File: src/rtl/bit_gather.sv
// Serial-to-parallel gather: collects a bit-serial stream into WIDTH-bit words.
// One capture flop per lane; the completing bit bypasses its flop straight into word_o.
module bit_gather_lane (
   input  logic clk_i,
   input  logic rst_ni,
   input  logic we_i,
   input  logic d_i,
   output logic q_o
);
   always_ff @(posedge clk_i or negedge rst_ni) begin
      if (!rst_ni)   q_o <= 1'b0;
      else if (we_i) q_o <= d_i;
   end
endmodule

module bit_gather #(
   parameter int WIDTH     = 4,
   parameter int MSB_FIRST = 0
) (
   input  logic                     clk_i,
   input  logic                     rst_ni,
   input  logic                     bit_valid_i,
   input  logic                     bit_i,
   output logic                     bit_ready_o,
   input  logic                     flush_i,
   output logic                     word_valid_o,
   output logic [WIDTH-1:0]         word_o,
   input  logic                     word_ready_i,
   output logic [$clog2(WIDTH)-1:0] count_o
);
   localparam int CW = $clog2(WIDTH);
   localparam logic [CW-1:0] LAST = CW'(WIDTH - 1);

   logic [CW-1:0]    count_q;
   logic [WIDTH-1:0] lane_sel;
   logic [WIDTH-1:0] lane_q;
   logic [WIDTH-1:0] word_next;
   logic             last;
   logic             accept;
   logic             complete;
   logic             xfer;

   assign last        = (count_q == LAST);
   // Only the completing bit has to wait for the held word to drain.
   assign bit_ready_o = !(last && word_valid_o && !word_ready_i);
   assign accept      = bit_valid_i && bit_ready_o && !flush_i;
   assign complete    = accept && last;
   assign xfer        = word_valid_o && word_ready_i;
   assign count_o     = count_q;

   for (genvar j = 0; j < WIDTH; j++) begin : g_lane
      localparam int SLOT = (MSB_FIRST != 0) ? (WIDTH - 1 - j) : j;
      assign lane_sel[j] = (count_q == CW'(SLOT));
      bit_gather_lane u_lane (
         .clk_i  (clk_i),
         .rst_ni (rst_ni),
         .we_i   (accept && lane_sel[j]),
         .d_i    (bit_i),
         .q_o    (lane_q[j])
      );
      assign word_next[j] = lane_sel[j] ? bit_i : lane_q[j];
   end

   always_ff @(posedge clk_i or negedge rst_ni) begin
      if (!rst_ni) begin
         count_q <= '0;
      end else if (flush_i) begin
         count_q <= '0;
      end else if (accept) begin
         count_q <= last ? '0 : count_q + CW'(1);
      end
   end

   always_ff @(posedge clk_i or negedge rst_ni) begin
      if (!rst_ni) begin
         word_valid_o <= 1'b0;
         word_o       <= '0;
      end else if (complete) begin
         word_valid_o <= 1'b1;
         word_o       <= word_next;
      end else if (xfer) begin
         word_valid_o <= 1'b0;
      end
   end
endmodule

File: config.mk
export PLATFORM = sky130hd
export DESIGN_NAME = bit_gather
export DESIGN_NICKNAME = d
export VERILOG_FILES = /design/src/rtl/bit_gather.sv
export SDC_FILE = /design/constraint.sdc
export NUM_CORES = 1
export LEC_CHECK = 0
export ABC_AREA = 0
export BUFFER_PORTS_ARGS = -buffer_cell sky130_fd_sc_hd__buf_2
export CAP_MARGIN = 20
export CORE_MARGIN = 3
export CORE_UTILIZATION = 40
export DETAILED_ROUTE_END_ITERATION = 7
export SYNTH_ARGS = -nofsm -noshare
export SYNTH_HDL_FRONTEND = slang
export SYNTH_HIERARCHICAL = 1
export SYNTH_SLANG_ARGS = --single-unit
File: constraint.sdc
create_clock -name clk_i -period 1.9 [get_ports clk_i]
set_clock_uncertainty 0.05 [all_clocks]
set_input_delay 0.095 -clock clk_i [delete_from_list [all_inputs] [get_ports clk_i]]
set_output_delay 0.095 -clock clk_i [all_outputs]
set_load 0.03 [all_outputs]
## Yosys cells after proc, flatten, opt, wreduce, memory -nomap -nowiden

Cells that the tools add are included.

| word-level totals | value |
|---|---|
| register bits | 11 |
| latch bits | 0 |
| RAM bits | 0 |
| bits in read-only memories | 0 |
| bits of input ports | 6 |
| output and inout bits | 8 |
| word-level logic and storage cells | 35 |
| memories kept | 0 |

| operators by class | value |
|---|---|
| $add $sub $neg | 1 |
| $mul | 0 |
| div/mod/pow operators | 0 |
| order comparisons | 0 |
| equality and inequality tests | 3 |
| shift-type cells | 0 |
| muxes and demuxes | 9 |
| bitwise operators | 0 |
| reduce and logical (&&, ||, !) cells | 15 |

Operator list:

| operator | count |
|---|---|
| 1-bit logical AND | 9 |
| 1-bit two-way mux | 6 |
| 2-bit two-way mux | 3 |
| 2-bit equality test, second input constant | 2 |
| 2-bit nonzero test | 2 |
| 1-bit logical NOT | 3 |
| 2-bit by 1-bit adder with 2-bit output, second input constant | 1 |
| 2-bit by 1-bit equality test with 1-bit output, second input constant | 1 |
| 2-bit logical NOT | 1 |

## Logic depth before layout (Yosys ltp)

| depth | value |
|---|---|
| depth after elaboration | 8 |
| depth in mapped cells | 4 |
| depth with buffers taken out | 4 |

## Hierarchy

Netlist, hierarchy kept.

Modules (own cells, without submodules):

| module | instances | cells each | area an instance (um^2) | sequential area each (um^2) |
|---|---|---|---|---|
| bit_gather | 1 | 36 | 451.7 | 175.2 |
| bit_gather_lane | 3 | 2 | 40.0 | 25.0 |

## Worst setup path before layout

Ideal clock, no wire load.

| timing path | value |
|---|---|
| path kind | register to register |
| from | reg count_q[0], in the netlist count_o[0] |
| to | reg g_lane[0].u_lane.q_o |
| library setup time | 125 ps |
| data arrival time | 1,794 ps |
| required time | 1,725 ps |
| path slack | -69 ps |
| cell stages (with the launch flop) | 5 |
| buffers on the path | 0 |
| period minus slack after synthesis | 1,969 ps |
| path through | dfrtp_1 ha_1 nand3b_1 and3_2 mux2_4 |

| on the way | value |
|---|---|
| longest elaborated chain between the ends | 7 |
| elaborated cells between the ends (all ways) | 8 |
| those cells by class | 1 x eq/ne; 7 x reduce/logical |

Ends and longest elaborated chain:

| item | line | text |
|---|---|---|
| from (decl) | 34 | `logic [CW-1:0] count_q;` |
| from (signal assigned) | 70 | `count_q <= last ? '0 : count_q + CW'(1);` |
| 2-bit equality test | 43 | `assign last = (count_q == LAST);` |
| 1-bit logical AND (2 in series) | 45 | `assign bit_ready_o = !(last && word_valid_o && !word_ready_i);` |
| 1-bit logical NOT | 45 |  |
| named net bit_ready_o | 24 | `output logic bit_ready_o,` |
| 1-bit logical AND (2 in series) | 46 | `assign accept = bit_valid_i && bit_ready_o && !flush_i;` |
| 1-bit logical AND | 57 | `.we_i (accept && lane_sel[j]),` |
| to (signal assigned) | 12 | `else if (we_i) q_o <= d_i;` |
| to (decl) | 8 | `output logic q_o` |

The timed path passes the listed nets, and every way through them passes these cells.
A chain may end at the register's enable or synchronous reset.

## Worst setup path after layout

| timing path | value |
|---|---|
| from | reg count_q[0], in the netlist count_o[0] |
| to | reg g_lane[2].u_lane.q_o |

| on the way | value |
|---|---|
| longest elaborated chain between the ends | 7 |
| elaborated cells between the ends (all ways) | 8 |
| those cells by class | 2 x eq/ne; 6 x reduce/logical |

Ends and longest elaborated chain:

| item | line |
|---|---|
| 2-bit equality test | 43 |
| 1-bit logical AND (2 in series) | 45 |
| 1-bit logical NOT | 45 |
| 1-bit logical AND (2 in series) | 46 |
| 1-bit logical AND (*) | 57 |
| to (signal assigned) | 12 |
| to (decl) | 8 |

Mark *: on every way between the ends. The rest lies on a longest branch, timed or not.

==> impl_metrics.env <==
export IMPL_dpl_hpwl_um=706
export IMPL_yosys_area_share_simple_pct=13.3
export IMPL_cts_sinks=10
export IMPL_cts_root_buf="clkbuf_4"
export IMPL_synth_ff_type="dfrtp_1"
export IMPL_synth_edf_count=0
export IMPL_drtPass1Iterations=2
export IMPL_rsz0062_at_grt="no"
export IMPL_p_sw_share_pct=27.1
export IMPL_grt_usage_pct=12.3
export IMPL_die_h_um=43.8
export IMPL_cts_buffers=3
export IMPL_critPathLaunch="count_o[0]"
export IMPL_final_util_pct=52.3
export IMPL_synth_xor_area_share_pct=0
export IMPL_design_die_area_um2=1920
export IMPL_fmax_mhz=625
export IMPL_hold_violations=0
export IMPL_setup_tns_ns=0
export IMPL_setup_viol=0
export IMPL_grt_pass1_wl_mm=1.69
export IMPL_syn_avg_cell_area_um2=13.6
export IMPL_synth_top_family_by_area="multiplexers"
export IMPL_grt_max_degree=11
export IMPL_clockBufferDepth=2
export IMPL_floorplan_initialDensity_pct=43.4
export IMPL_synth_compound_area_share_pct=5.25
export IMPL_vdd_ir_drop_max_mv=0.403
export IMPL_syn_cell_area_um2=572
export IMPL_dieWidth_um=43.8
export IMPL_drt_wl_total_um=958
export IMPL_cellLeakagePower_nw=0.365
export IMPL_cp_start_kind="flip-flop"
export IMPL_cp_end_kind="flip-flop"
export IMPL_status="finished clean"
export IMPL_maxCapViolations=0
export IMPL_combPwrFrac_pct=25.5
export IMPL_synth_warnings=6
export IMPL_worst_path_max_fanout=7
export IMPL_ys_seq_area_share_pct=43.8
export IMPL_place_area_um2=643
export IMPL_ant_nets=0
export IMPL_drc_errors=0
export IMPL_core_um2=1320
export IMPL_period_needed_ns=1.60
export IMPL_p_switching_mw=0.167
export IMPL_required_ns=2.01
export IMPL_synth_top_area_share_pct=43.8
export IMPL_via_per_inst=5.11
export IMPL_drv_slew=0
export IMPL_vias=378
export IMPL_antenna_found_initial=0
export IMPL_async_reset_ff_share_pct=100
export IMPL_r2r_setup_slack_ns=0.30
export IMPL_grt_pass1_vias=395
export IMPL_path_class="flip-flop to flip-flop"
export IMPL_yosysTopAreaCell="dfrtp_1"
export IMPL_synthCells=42
export IMPL_post_cts_buffers=0
export IMPL_arrival_ns=1.71
export IMPL_hold_path_startpoint="word_ready_i"
export IMPL_htreeDepth=1
export IMPL_routabilityCongestion=0.781
export IMPL_tightest_slew_ns=0.267
export IMPL_hold_path_class="primary input to flip-flop"
export IMPL_yosysMostFrequentCell="dfrtp_1"
export IMPL_synth_commonest_cells="dfrtp_1 (10), mux2_4 (7), ha_1 (4)"
export IMPL_ys_seq_elements=10
export IMPL_worstReg2RegStart="count_o[0]"
export IMPL_yosysUniqueCellTypes=17
export IMPL_num_io_pins=14
export IMPL_synth_net_count=52
export IMPL_synthAdderAreaFrac_pct=8.75
export IMPL_powerDensity_nw_per_um2=894
export IMPL_overflow=0
export IMPL_min_period_over_period_pct=84.2
export IMPL_p_int_mw=0.449
export IMPL_num_antenna_cells=0
export IMPL_slew_headroom_pct=82.1
export IMPL_numPortBuffers=13
export IMPL_synth_area_mux_share_pct=24.3
export IMPL_drive_gt1_share_pct=57.6
export IMPL_area_growth_pct=20.6
export IMPL_power_frac_clock_pct=30.8
export IMPL_cts_tree="yes"
export IMPL_first_iter_violations=1
export IMPL_clkTransAtPathRegs_ns=0.06
export IMPL_final_cell_area_um2=689
export IMPL_worstSkewPairLatency_ns=0.27
export IMPL_synth_top_cells_by_area="dfrtp_1 (44%), mux2_4 (18%), ha_1 (8.8%)"
export IMPL_pwr_share_seq_pct=43.7
export IMPL_fin_nets=70
export IMPL_wl_per_cell_um=12.9
export IMPL_rows=13
worst paths after layout:
check | endpoint | depth (start not counted)
setup / recovery | g_lane[2].u_lane/q_o | 4
hold / removal | word_valid_o | 3
setup reg to reg | g_lane[2].u_lane/q_o | 4
hold reg to reg | word_o[2] | 1
max in group asynchronous | count_o[1] | 2
min in group asynchronous | g_lane[0].u_lane/q_o | 2
cell families (layout without fill, tap and decap cells):
kind of cell,after synthesis,count (layout)
compound gates,4,4
fa+ha+maj,4,4
buf+inv,4,21
flops,10,10
mux,10,10
simple gates,10,10
flip-flops by register name (all words and copies together), names as in the netlist:
register and cells:
count_o 2, g_lane.u_lane/q_o 3, word_o 4, word_valid_o 1
worst max-delay path, cell delays in order, from the launching register on:
cell      delay (ns)
dfrtp_2         0.43
ha_1            0.25
nand3b_1        0.24
and3_2          0.24
mux2_4          0.29
what timing repair did:
action	4_1_cts	5_1_grt
hold endpoints to repair	10	0
gates resized for setup	0	0
hold buffers	1	0
power by group through the flow:
| stage | Clock [mW] | Sequential [mW] | Combinational [mW] |
|---|---|---|---|
| after floorplan | 0 | 0.303 | 0.0847 |
| after global placement | 0 | 0.273 | 0.156 |
| after detailed placement | 0 | 0.272 | 0.158 |
| after CTS | 0.202 | 0.269 | 0.160 |
| after global routing | 0.213 | 0.275 | 0.171 |
| final | 0.190 | 0.269 | 0.157 |
final cells by class:
class / instances / area (um2)
Clock buffer: 4 / 36.3
Timing Repair Buffer: 14 / 75.1
Sequential cell: 10 / 253
Inverter: 3 / 11.3
Multi-Input combinational cell: 28 / 295
Fill cell: 109 / 628
Tap cell: 15 / 18.8
cells in the final DEF, fill, tap and decap left out, drive strengths merged:
cell and instances:
a41o 1, o21a 1, a21oi 1, ha 4, nand3b 1, inv 3, a211oi 1, and3 4
clkbuf 4, mux2 10, buf 13, dlygate4sd3 1, dfrtp 10, nor2b 1, nor3b 1, nand2b 1
nand2 2
routing by layer:
| metal | wire (um) | track usage, % | vias up | share of wire (%) |
|---|---|---|---|---|
| li1 | - | - | 180 | - |
| met1 | 437 | 13.2 | 184 | 46 |
| met2 | 440 | 19.8 | 14 | 46 |
| met3 | 80 | 7.88 | 0 | 8.4 |
| met4 | 0 | 3.61 | 0 | 0 |
| met5 | 0 | 0 | - | 0 |
through the flow:
| stage | std cells | worst slack [ns] | hold WS, ns | total power [mW] |
|---|---|---|---|---|
| final | 74 | 0.299 | 0.0586 | 0.616 |
| after CTS | 74 | 0.307 | 0.0486 | 0.631 |
| after global routing | 74 | 0.219 | 0.0749 | 0.658 |
| after detailed placement | 69 | 0.317 | -0.0807 | 0.430 |
| after global placement | 69 | 0.358 | -0.0823 | 0.429 |
| after floorplan | 42 | 0.0398 | -0.251 | 0.387 |
No activity file was read; power rests on OpenSTA's default activity.
